==> config.mk <==
export PLATFORM = sky130hd
export DESIGN_NAME = led_pattern_gen_flat
export DESIGN_NICKNAME = d
export VERILOG_FILES = /design/src/rtl/led_pattern_gen_if.sv /design/src/rtl/led_pattern_gen.sv /design/src/flat_wrapper.sv
export SDC_FILE = /design/constraint.sdc
export NUM_CORES = 1
export LEC_CHECK = 0
export CELL_PAD_IN_SITES_DETAIL_PLACEMENT = 1
export CELL_PAD_IN_SITES_GLOBAL_PLACEMENT = 1
export CORE_MARGIN = 1.5
export CORE_UTILIZATION = 54
export DETAILED_ROUTE_END_ITERATION = 16
export PLACE_DENSITY_LB_ADDON = 0.25
export RECOVER_POWER = 50
export REMOVE_ABC_BUFFERS = 1
export SYNTH_ARGS = -nofsm -noshare
export SYNTH_HDL_FRONTEND = slang
export SYNTH_SLANG_ARGS = --single-unit
==> constraint.sdc <==
create_clock -name clk -period 10.3 [get_ports clk]
set_clock_uncertainty 0.15 [all_clocks]
set_input_delay 2.06 -clock clk [delete_from_list [all_inputs] [get_ports clk]]
set_output_delay 2.06 -clock clk [all_outputs]
set_load 0.1 [all_outputs]
==> src/rtl/led_pattern_gen_if.sv <==
// LED pattern generator pin bundle: raw button in, LED bank, mode and tick out.
interface led_pattern_gen_if #(
    parameter int WIDTH = 8
);
    logic             btn;
    logic [WIDTH-1:0] led;
    logic [1:0]       mode;
    logic             tick;

    // Board / test side: drives the button, observes the display.
    modport master (
        output btn,
        input  led,
        input  mode,
        input  tick
    );

    // Generator side.
    modport slave (
        input  btn,
        output led,
        output mode,
        output tick
    );
endinterface

==> src/rtl/led_pattern_gen.sv <==
// LED pattern generator: binary, Gray, 32-bit Galois LFSR and bouncing scanner,
// all advancing on a shared prescaled tick, with a debounced mode-cycle button.
//
// Scanner direction:
//   state    | meaning
//   DIR_UP   | lit bit moving toward LED WIDTH
//   DIR_DOWN | lit bit moving toward LED1
module led_pattern_gen #(
    parameter int WIDTH         = 8,
    parameter int PRESCALE_BITS = 22,
    parameter int DEBOUNCE_BITS = 16
) (
    input  logic               clk,
    input  logic               rst,
    led_pattern_gen_if.slave   bus
);
    typedef enum logic {
        DIR_UP   = 1'b0,
        DIR_DOWN = 1'b1
    } dir_e;

    localparam logic [31:0] LFSR_SEED = 32'h0001_0000;
    localparam logic [31:0] LFSR_TAPS = 32'h8020_0003;

    logic [PRESCALE_BITS-1:0] presc_q, presc_d;
    logic                     tick_q, tick_d;
    logic [WIDTH-1:0]         step_q, step_d;
    logic [31:0]              lfsr_q, lfsr_d;
    logic [WIDTH-1:0]         pos_q, pos_d;
    dir_e                     dir_q, dir_d;
    logic [WIDTH-1:0]         led_q, led_d;
    logic [1:0]               mode_q, mode_d;
    logic                     s1_q, s1_d;
    logic                     s2_q, s2_d;
    logic                     stable_q, stable_d;
    logic [DEBOUNCE_BITS-1:0] db_cnt_q, db_cnt_d;

    // Next-state for prescaler, generators, button path and the output mux.
    always_comb begin
        presc_d  = presc_q + PRESCALE_BITS'(1);
        tick_d   = (presc_q == '1);
        step_d   = step_q;
        lfsr_d   = lfsr_q;
        pos_d    = pos_q;
        dir_d    = dir_q;
        mode_d   = mode_q;
        s1_d     = bus.btn;
        s2_d     = s1_q;
        stable_d = stable_q;
        db_cnt_d = db_cnt_q;
        led_d    = led_q;

        // Generators free-run so a mode switch reveals their live state.
        if (tick_q) begin
            step_d = step_q + WIDTH'(1);
            lfsr_d = {1'b0, lfsr_q[31:1]} ^ (lfsr_q[0] ? LFSR_TAPS : 32'h0);
            if (dir_q == DIR_UP) begin
                if (pos_q[WIDTH-1]) begin
                    dir_d = DIR_DOWN;
                    pos_d = pos_q >> 1;
                end else begin
                    pos_d = pos_q << 1;
                end
            end else begin
                if (pos_q[0]) begin
                    dir_d = DIR_UP;
                    pos_d = pos_q << 1;
                end else begin
                    pos_d = pos_q >> 1;
                end
            end
        end

        // Only a level held for the full debounce window is accepted.
        if (s2_q == stable_q) begin
            db_cnt_d = '0;
        end else if (db_cnt_q == '1) begin
            stable_d = s2_q;
            db_cnt_d = '0;
            if (s2_q) begin
                mode_d = mode_q + 2'd1;
            end
        end else begin
            db_cnt_d = db_cnt_q + DEBOUNCE_BITS'(1);
        end

        case (mode_q)
            2'd0:    led_d = step_q;
            2'd1:    led_d = step_q ^ (step_q >> 1);
            2'd2:    led_d = lfsr_q[WIDTH-1:0];
            default: led_d = pos_q;
        endcase
    end

    // State register; reset clears everything immediately.
    always_ff @(posedge clk or posedge rst) begin
        if (rst) begin
            presc_q  <= '0;
            tick_q   <= 1'b0;
            step_q   <= '0;
            lfsr_q   <= LFSR_SEED;
            pos_q    <= WIDTH'(1);
            dir_q    <= DIR_UP;
            led_q    <= '0;
            mode_q   <= 2'd0;
            s1_q     <= 1'b0;
            s2_q     <= 1'b0;
            stable_q <= 1'b0;
            db_cnt_q <= '0;
        end else begin
            presc_q  <= presc_d;
            tick_q   <= tick_d;
            step_q   <= step_d;
            lfsr_q   <= lfsr_d;
            pos_q    <= pos_d;
            dir_q    <= dir_d;
            led_q    <= led_d;
            mode_q   <= mode_d;
            s1_q     <= s1_d;
            s2_q     <= s2_d;
            stable_q <= stable_d;
            db_cnt_q <= db_cnt_d;
        end
    end

    assign bus.led  = led_q;
    assign bus.mode = mode_q;
    assign bus.tick = tick_q;
endmodule

==> src/flat_wrapper.sv <==
// flat-port wrapper written by rule: the top's interface ports become plain ports
module led_pattern_gen_flat 
#(
    parameter int WIDTH         = 8,
    parameter int PRESCALE_BITS = 22,
    parameter int DEBOUNCE_BITS = 16
)
  (clk, rst, bus_btn, bus_led, bus_mode, bus_tick);
  led_pattern_gen_if #(.WIDTH(WIDTH)) bus_i ();
  input  logic clk;
  input  logic rst;
  input wire logic [$bits(bus_i.btn)-1:0] bus_btn;
  output wire logic [$bits(bus_i.led)-1:0] bus_led;
  output wire logic [$bits(bus_i.mode)-1:0] bus_mode;
  output wire logic [$bits(bus_i.tick)-1:0] bus_tick;
  assign bus_i.btn = bus_btn;
  assign bus_led = bus_i.led;
  assign bus_mode = bus_i.mode;
  assign bus_tick = bus_i.tick;
  led_pattern_gen #(.WIDTH(WIDTH), .PRESCALE_BITS(PRESCALE_BITS), .DEBOUNCE_BITS(DEBOUNCE_BITS)) u_core (.clk(clk), .rst(rst), .bus(bus_i));
endmodule
After elaboration in Yosys (flattened, before gate mapping)
Index checks and enable logic that the tools add are counted.
{ "word_totals": {"wordCells": 37, "mem_bits_ro": 0, "in_bits": 3, "ram_bits": 0, "latch_bits": 0, "register_bits": 101, "mem_count": 0} }
{ "op_classes": {"n_reduce_logical": 3, "n_addsub": 4, "mul": 0, "div": 0, "n_bitwise": 3, "magnitude_cmp": 0, "mux": 10, "shift": 0, "n_eq_ne": 5} }
{ "op_table": {"columns": ["operator", "count"], "rows": [
  ["2-to-1 mux 16 bit", 2],
  ["2-to-1 mux 32 bit", 1],
  ["bitwise XOR 31 x 32 -> 32 bit", 1],
  ["2-to-1 mux 8 bit", 3],
  ["one-hot mux 8 bit (3 select lines)", 1],
  ["adder 22 x 1 -> 22 bit, second input constant", 1],
  ["equality test 22 bit, second input constant", 1],
  ["adder 16 x 1 -> 16 bit, second input constant", 1],
  ["equality test 16 bit, second input constant", 1],
  ["adder 8 x 1 -> 8 bit, second input constant", 1],
  ["bitwise XOR 8 x 7 -> 8 bit", 1],
  ["2-to-1 mux 1 bit", 3],
  ["AND reduction 3 bit", 1],
  ["adder 2 x 1 -> 2 bit, second input constant", 1],
  ["equality test 2 x 1 -> 1 bit, second input constant", 1],
  ["equality test 2 bit, second input constant", 1],
  ["logical NOT 2 bit", 1],
  ["AND reduction 2 bit", 1],
  ["equality test 1 bit", 1],
  ["NOT 1 bit", 1]
]} }

Depth between registers and ports, before layout
Gate-level depths: netlist (run 1).
{ "depth": {"depth_word": 3, "mapped_depth": 7, "depth_no_buf": 5} }

Least setup slack after synthesis (run 1)
Ideal clock, no wire load.
{ "synth_path": {"kind": "reg2out", "from": "register u_core.mode_q[0] (netlist: u_core.bus.mode[0])", "to": "output port bus_mode[0]", "slack_ns": 7.128, "t_required_ns": 8.090, "stages_incl_launch_ff": 1, "arrival_time_ns": 0.962, "path_cell_list": "dfrtp_1"} }
{ "synth_rtl": {"columns": ["item", "line_no", "rtl"], "rows": [
  ["start: declaration", "led_pattern_gen.sv:32", "logic [1:0] mode_q, mode_d;"],
  ["start signal: assignment", "led_pattern_gen.sv:118", "mode_q <= mode_d;"],
  ["end: declaration", "flat_wrapper.sv:14", "output wire logic [$bits(bus_i.mode)-1:0] bus_mode;"]
]} }
No word-level cell between the ends.

Worst setup path in the final report (run 1)
{ "layout_path": {"from": "register u_core.tick_q (netlist: u_core.bus.tick)", "to": "output port bus_tick"} }
{ "layout_rtl": {"columns": ["item", "line_no", "rtl"], "rows": [
  ["start: declaration", "led_pattern_gen.sv:26", "logic tick_q, tick_d;"],
  ["start signal: assignment", "led_pattern_gen.sv:112", "tick_q <= tick_d;"],
  ["end: declaration", "flat_wrapper.sv:15", "output wire logic [$bits(bus_i.tick)-1:0] bus_tick;"]
]} }
No word-level cell between the ends.

==> results of run 1 <==
cell families after synthesis:
group,after synthesis,synth area share
and+or+nand+nor,95,0.1228
adders and majority gates,12,0.03389
DFF,101,0.5710
xor gates and xnor gates,47,0.09291
AOI/OAI and AO/OA,26,0.04067
buffers and inverters,30,0.02909
muxes,44,0.1096
cells in the final DEF, fill, tap and decap left out, types with 7 or more instances in the layout:
cell             instances
dfrtp_1                 98
xnor2_1                 39
mux2_2                  31
nor2_1                  29
nand3_1                 17
inv_1                   16
nand2_1                 15
ha_1                    12
nand4_1                 11
mux2i_1                 11
clkdlybuf4s50_1         11
a21oi_1                  9
clkbuf_8                 9
xor2_1                   8
nor4_1                   7
power by group through the flow:
stage                     Combinational, mW  Clock, mW  Sequential (mW)
after floorplan                     0.00815          0            0.406
after global placement               0.0118          0            0.407
after detailed placement             0.0122          0            0.407
after CTS                            0.0123      0.268            0.399
after global routing                 0.0135      0.285            0.399
final                                0.0112      0.261            0.399
worst min-delay path by stage:
stage	to	slack (ns)	cells past startpoint
after floorplan	u_core.s2_q	0.18	0
after global placement	u_core.s2_q	0.19	0
after detailed placement	u_core.s2_q	0.19	0
after CTS	u_core.s2_q	0.21	0
after global routing	u_core.s2_q	0.22	0
final	u_core.s2_q	0.21	0
final cells by class:
type,instances,area [um2],area share
Timing Repair Buffer,15,141.4,0.02953
Inverter,17,65.06,0.01359
Clock inverter,7,78.83,0.01646
Tap cell,102,127.6,0.02665
Clock buffer,9,123.9,0.02587
Sequential cell,101,2531,0.5286
Multi-Input combinational cell,224,1720,0.3593
registers in the layout (all words and copies together), names as in the netlist:
| signal | count |
|---|---|
| u_core.s1_q | 1 |
| u_core.db_cnt_q | 16 |
| u_core.bus.led | 8 |
| u_core.s2_q | 1 |
| u_core.bus.mode | 2 |
| u_core.stable_q | 1 |
| u_core.pos_q | 8 |
| u_core.dir_q | 1 |
| u_core.presc_q | 22 |
| u_core.lfsr_q | 32 |
| u_core.bus.tick | 1 |
| u_core.step_q | 8 |
worst max-delay path: cells and delay by family (launching register included):
| family | cells | cell delay (ns) |
|---|---|---|
| flops | 1 | 0.36 |
| buf+inv | 2 | 3.34 |
metal layers:
metal	GRT usage	routed length [um]	vias up
li1	-	-	1254
met1	0.2768	3705	1325
met2	0.3400	4099	24
met3	0.03415	122	10
met4	0.07214	121	0
met5	0	0	-
metrics by stage:
stage | worst slack, ns | instances | area, um2
global placement | 6.006 | 459 | 4642
detailed placement | 5.967 | 459 | 4642
finish | 4.010 | 475 | 4788
global route | 3.708 | 475 | 4788
CTS | 5.562 | 475 | 4845
floorplan | 5.446 | 342 | 4365
==> impl_metrics.env, run 1 <==
export IMPL_status="finished with violations"
export IMPL_violations="max-capacitance violations, max-slew violations"
export IMPL_drive_gt1_frac=0.1475
export IMPL_r2r_slack_ns=6.98
export IMPL_ys_top_cells_by_count="99 x dfrtp_1, 39 x xnor2_1, 32 x mux2_2"
export IMPL_cp_required_ns=8.09
export IMPL_intPower_mw=0.5156
export IMPL_cts_hold_buf=0
export IMPL_hold_path_class="reg -> reg"
export IMPL_fill_cells=804
export IMPL_fp_dieH_um=93.58
export IMPL_ir_worst_vdd_v=0.00006636
export IMPL_r2r_end="u_core.pos_q[1]"
export IMPL_viasPerCell=5.501
export IMPL_worst_pin_slew_ns=2.658
export IMPL_fp_dieW_um=93.58
export IMPL_cts_resized=0
export IMPL_place_congestion=0.8020
export IMPL_power_frac_clock=0.389
export IMPL_r2r_start="u_core.bus.tick"
export IMPL_slowest_delay_ns=1.88
export IMPL_vias=2613
export IMPL_min_from="u_core.s1_q"
export IMPL_grt_pass1_vias=2719
export IMPL_cts_buffer_depth=2
export IMPL_slew_violations=60
export IMPL_period_share=0.6107
export IMPL_layout_nets=383
export IMPL_ys_warn_count=0
export IMPL_grt_setup_unrepaired="no"
export IMPL_cts_sinks=101
export IMPL_post_cts_buffers=0
export IMPL_cts_root_buf="clkbuf_8"
export IMPL_synth_area_top_cells="dfrtp_1 56%, mux2_2 8.1%, xnor2_1 7.7%"
export IMPL_yosysTopAreaCellShare=0.5592
export IMPL_crit_fanout=58
export IMPL_r2r_cells=3
export IMPL_synth_flop_cell="dfrtp_1"
export IMPL_yosysTopAreaCell="dfrtp_1"
export IMPL_setup_viol=0
export IMPL_ys_seq_elements=101
export IMPL_sequentialPowerShare=0.594
export IMPL_arrival_ns=4.08
export IMPL_start_util=0.5646
export IMPL_routed_wl_um=8049
export IMPL_start_kind="flop"
export IMPL_power_density_nw_per_um2=140.2
export IMPL_post_dp_hpwl_um=5094
export IMPL_drtIter0Drc=93
export IMPL_drv_cap=2
export IMPL_crit_end="bus_tick"
export IMPL_dieArea_um2=8757
export IMPL_finalPower_mw=0.6712
export IMPL_switchingPower_mw=0.1556
export IMPL_htree_levels=3
export IMPL_synth_distinct_cells=39
export IMPL_comb_power_share=0.017
export IMPL_relSlewSlack=-0.7717
export IMPL_core_um2=7848
export IMPL_globalRouteOverflowTotal=0
export IMPL_power_switching_share=0.2319
export IMPL_area_growth_syn_to_layout_pct=8.077
export IMPL_antenna_found_initial=0
export IMPL_ioPinCount=14
export IMPL_cts_buffers=9
export IMPL_syn_avg_cell_area_um2=12.48
export IMPL_end_kind="output pin"
export IMPL_final_min_clock_period_ns=6.290
export IMPL_wl_per_cell_um=16.95
export IMPL_whs_ns=0.2067
export IMPL_crit_start="u_core.bus.tick"
export IMPL_cp_slowest_cell="clkbuf_1"
export IMPL_synth_most_common_cell="dfrtp_1"
export IMPL_synth_edff_count=0
export IMPL_drc=0
export IMPL_clk_pin_slew_ns=0.09
export IMPL_netlist_instances=355
export IMPL_leakage_nw=2.174
export IMPL_ant_nets=0
export IMPL_ys_seq_area_frac=0.5710
export IMPL_n_antenna_cell=0
export IMPL_portBuffers=13
export IMPL_cts_tree="built"
export IMPL_finalSetupTns_ns=0
export IMPL_synth_area_um2=4430
export IMPL_hold_viol_final=0
export IMPL_worstSetupPathType="reg -> out"
export IMPL_drt_pass1_iterations=4
export IMPL_synth_async_reset_ratio=1.000
export IMPL_grtUsageTotal=0.2063
export IMPL_grt_max_degree=68
export IMPL_insertion_delay_ns=0.36
export IMPL_rows=32
export IMPL_grt_pass1_wl_um=13770
export IMPL_crit_chain="clkbuf_1 -> clkdlybuf4s50_1"
export IMPL_max_freq_mhz=159.0
export IMPL_utilization=0.6102
Note: power is estimated with default switching activity, not from simulation.
==> run 2: changes to the inputs <==
--- a/config.mk
+++ b/config.mk
@@ -8,7 +8,7 @@
 export CELL_PAD_IN_SITES_DETAIL_PLACEMENT = 1
 export CELL_PAD_IN_SITES_GLOBAL_PLACEMENT = 1
 export CORE_MARGIN = 1.5
-export CORE_UTILIZATION = 54
+export CORE_UTILIZATION = 50
 export DETAILED_ROUTE_END_ITERATION = 16
 export PLACE_DENSITY_LB_ADDON = 0.25
 export RECOVER_POWER = 50
==> constraint.sdc (replaced) <==
create_clock -name clk -period 6.5 [get_ports clk]
set_clock_uncertainty 0.15 [all_clocks]
set_input_delay 1.3 -clock clk [delete_from_list [all_inputs] [get_ports clk]]
set_output_delay 1.3 -clock clk [all_outputs]
set_load 0.1 [all_outputs]
==> impl_metrics.env, run 2 (synthesis gave the netlist of run 1 again) <==
export IMPL_cts_buffers=9
export IMPL_end_kind="output pin"
export IMPL_grtUsageTotal=0.1874
export IMPL_setup_viol=0
export IMPL_design_area_um2=4806
export IMPL_switchingPower_mw=0.2234
export IMPL_drt_pass1_iterations=4
export IMPL_worst_pin_slew_ns=1.827
export IMPL_critPathTopFamily="buffers and inverters"
export IMPL_top_register="u_core.lfsr_q"
export IMPL_top_regs="u_core.lfsr_q: 32 flops, u_core.presc_q: 22 flops, u_core.db_cnt_q: 16 flops"
export IMPL_crit_chain="buf_4 -> clkdlybuf4s50_1"
export IMPL_hold_viol_final=0
export IMPL_power_density_nw_per_um2=215.3
export IMPL_grt_max_degree=60
export IMPL_htree_levels=3
export IMPL_grt_setup_unrepaired="no"
export IMPL_power_frac_clock=0.372
export IMPL_slew_violations=44
export IMPL_start_util=0.5130
export IMPL_grt_pass1_wl_um=14250
export IMPL_cts_sinks=101
export IMPL_ant_nets=0
export IMPL_drtIter0Drc=82
export IMPL_finalSetupTns_ns=0
export IMPL_finalPower_mw=1.035
export IMPL_arrival_ns=2.49
export IMPL_antenna_found_initial=0
export IMPL_power_switching_share=0.2159
export IMPL_cp_slowest_cell="clkdlybuf4s50_1"
export IMPL_post_dp_cell_area_um2=4649
export IMPL_insertion_delay_ns=0.36
export IMPL_drc=0
export IMPL_slowest_delay_ns=1.25
export IMPL_cts_root_buf="clkbuf_8"
export IMPL_path_buf_inv=2
export IMPL_cts_buffer_depth=2
export IMPL_ioPinCount=14
export IMPL_routed_wl_um=7966
export IMPL_final_common_cell="dfrtp_1"
export IMPL_sequentialPowerShare=0.611
export IMPL_drv_cap=1
export IMPL_place_congestion=0.6972
export IMPL_vias=2670
export IMPL_viasPerCell=5.551
export IMPL_drive_gt1_frac=0.1528
export IMPL_grt_pass1_vias=2904
export IMPL_leakage_nw=2.180
export IMPL_cp_required_ns=5.05
export IMPL_violations="max-capacitance violations, max-slew violations"
export IMPL_layout_nets=383
export IMPL_post_dp_hpwl_um=5248
export IMPL_intPower_mw=0.8113
export IMPL_area_growth_syn_to_layout_pct=8.472
export IMPL_crit_fanout=58
export IMPL_post_cts_buffers=0
export IMPL_period_share=0.6067
export IMPL_preCtsSetupSlack_ns=2.947
export IMPL_rows=34
export IMPL_core_um2=8636
export IMPL_cts_resized=0
export IMPL_layout_common_cells="98 x dfrtp_1, 39 x xnor2_1, 32 x mux2_2, 29 x nor2_1"
export IMPL_start_kind="flop"
export IMPL_portBuffers=13
export IMPL_relSlewSlack=-0.2249
export IMPL_globalRouteOverflowTotal=0
export IMPL_max_freq_mhz=253.6
export IMPL_ir_worst_vdd_v=0.0001087
export IMPL_fp_dieH_um=97.13
export IMPL_cts_hold_buf=0
export IMPL_final_min_clock_period_ns=3.943
export IMPL_clk_pin_slew_ns=0.10
export IMPL_largest_reg_flops=32
export IMPL_comb_power_share=0.017
export IMPL_wl_per_cell_um=16.56
export IMPL_worst_slack_ns=2.557
export IMPL_fp_dieW_um=97.13
export IMPL_cts_tree="built"
export IMPL_dieArea_um2=9434
export IMPL_status="finished with violations"
export IMPL_n_antenna_cell=0
export IMPL_worstSetupPathType="reg -> out"
export IMPL_hold_path_class="reg -> reg"
run 2: worst paths after layout:
kind / from / endpoint / slack, ns / cells after the start
worst min register to register: u_core.s1_q / u_core.s2_q / 0.23 / 0
max in group asynchronous: rst / u_core.lfsr_q[31] / 3.04 / 3
worst min-delay path: u_core.s1_q / u_core.s2_q / 0.23 / 0
worst max register to register: u_core.db_cnt_q[0] / u_core.db_cnt_q[3] / 4.33 / 5
min in group asynchronous: rst / u_core.db_cnt_q[7] / 1.70 / 2
worst max-delay path: u_core.bus.tick / bus_tick / 2.56 / 2
run 2: final cells by class:
| type | instances | area (um2) |
|---|---|---|
| Multi-Input combinational cell | 224 | 1744 |
| Clock buffer | 12 | 135.1 |
| Timing Repair Buffer | 15 | 145.1 |
| Fill cell | 883 | 3830 |
| Tap cell | 108 | 135.1 |
| Clock inverter | 4 | 50.05 |
| Sequential cell | 101 | 2531 |
| Inverter | 17 | 65.06 |
run 2: per-stage QoR:
stage | hold slack [ns] | std cells | util
final | 0.2331 | 481 | 0.5565
after global routing | 0.2447 | 481 | 0.5565
after CTS | 0.2349 | 481 | 0.5598
after detailed placement | 0.2108 | 465 | 0.5384
after global placement | 0.1846 | 465 | 0.5384
after floorplan | 0.1812 | 342 | -
run 2: metal layers:
layer  track usage  wire [um]
met5             0          0
met4       0.05017         74
met3       0.04317        169
met2        0.3335       4304
met1        0.2290       3417
run 2: power by group through the flow:
| stage | clock network, mW | registers, mW | logic (mW) |
|---|---|---|---|
| after floorplan | 0 | 0.644 | 0.0129 |
| after global placement | 0 | 0.644 | 0.0189 |
| after detailed placement | 0 | 0.645 | 0.0197 |
| after CTS | 0.399 | 0.632 | 0.0197 |
| after global routing | 0.420 | 0.633 | 0.0217 |
| final | 0.385 | 0.632 | 0.0180 |
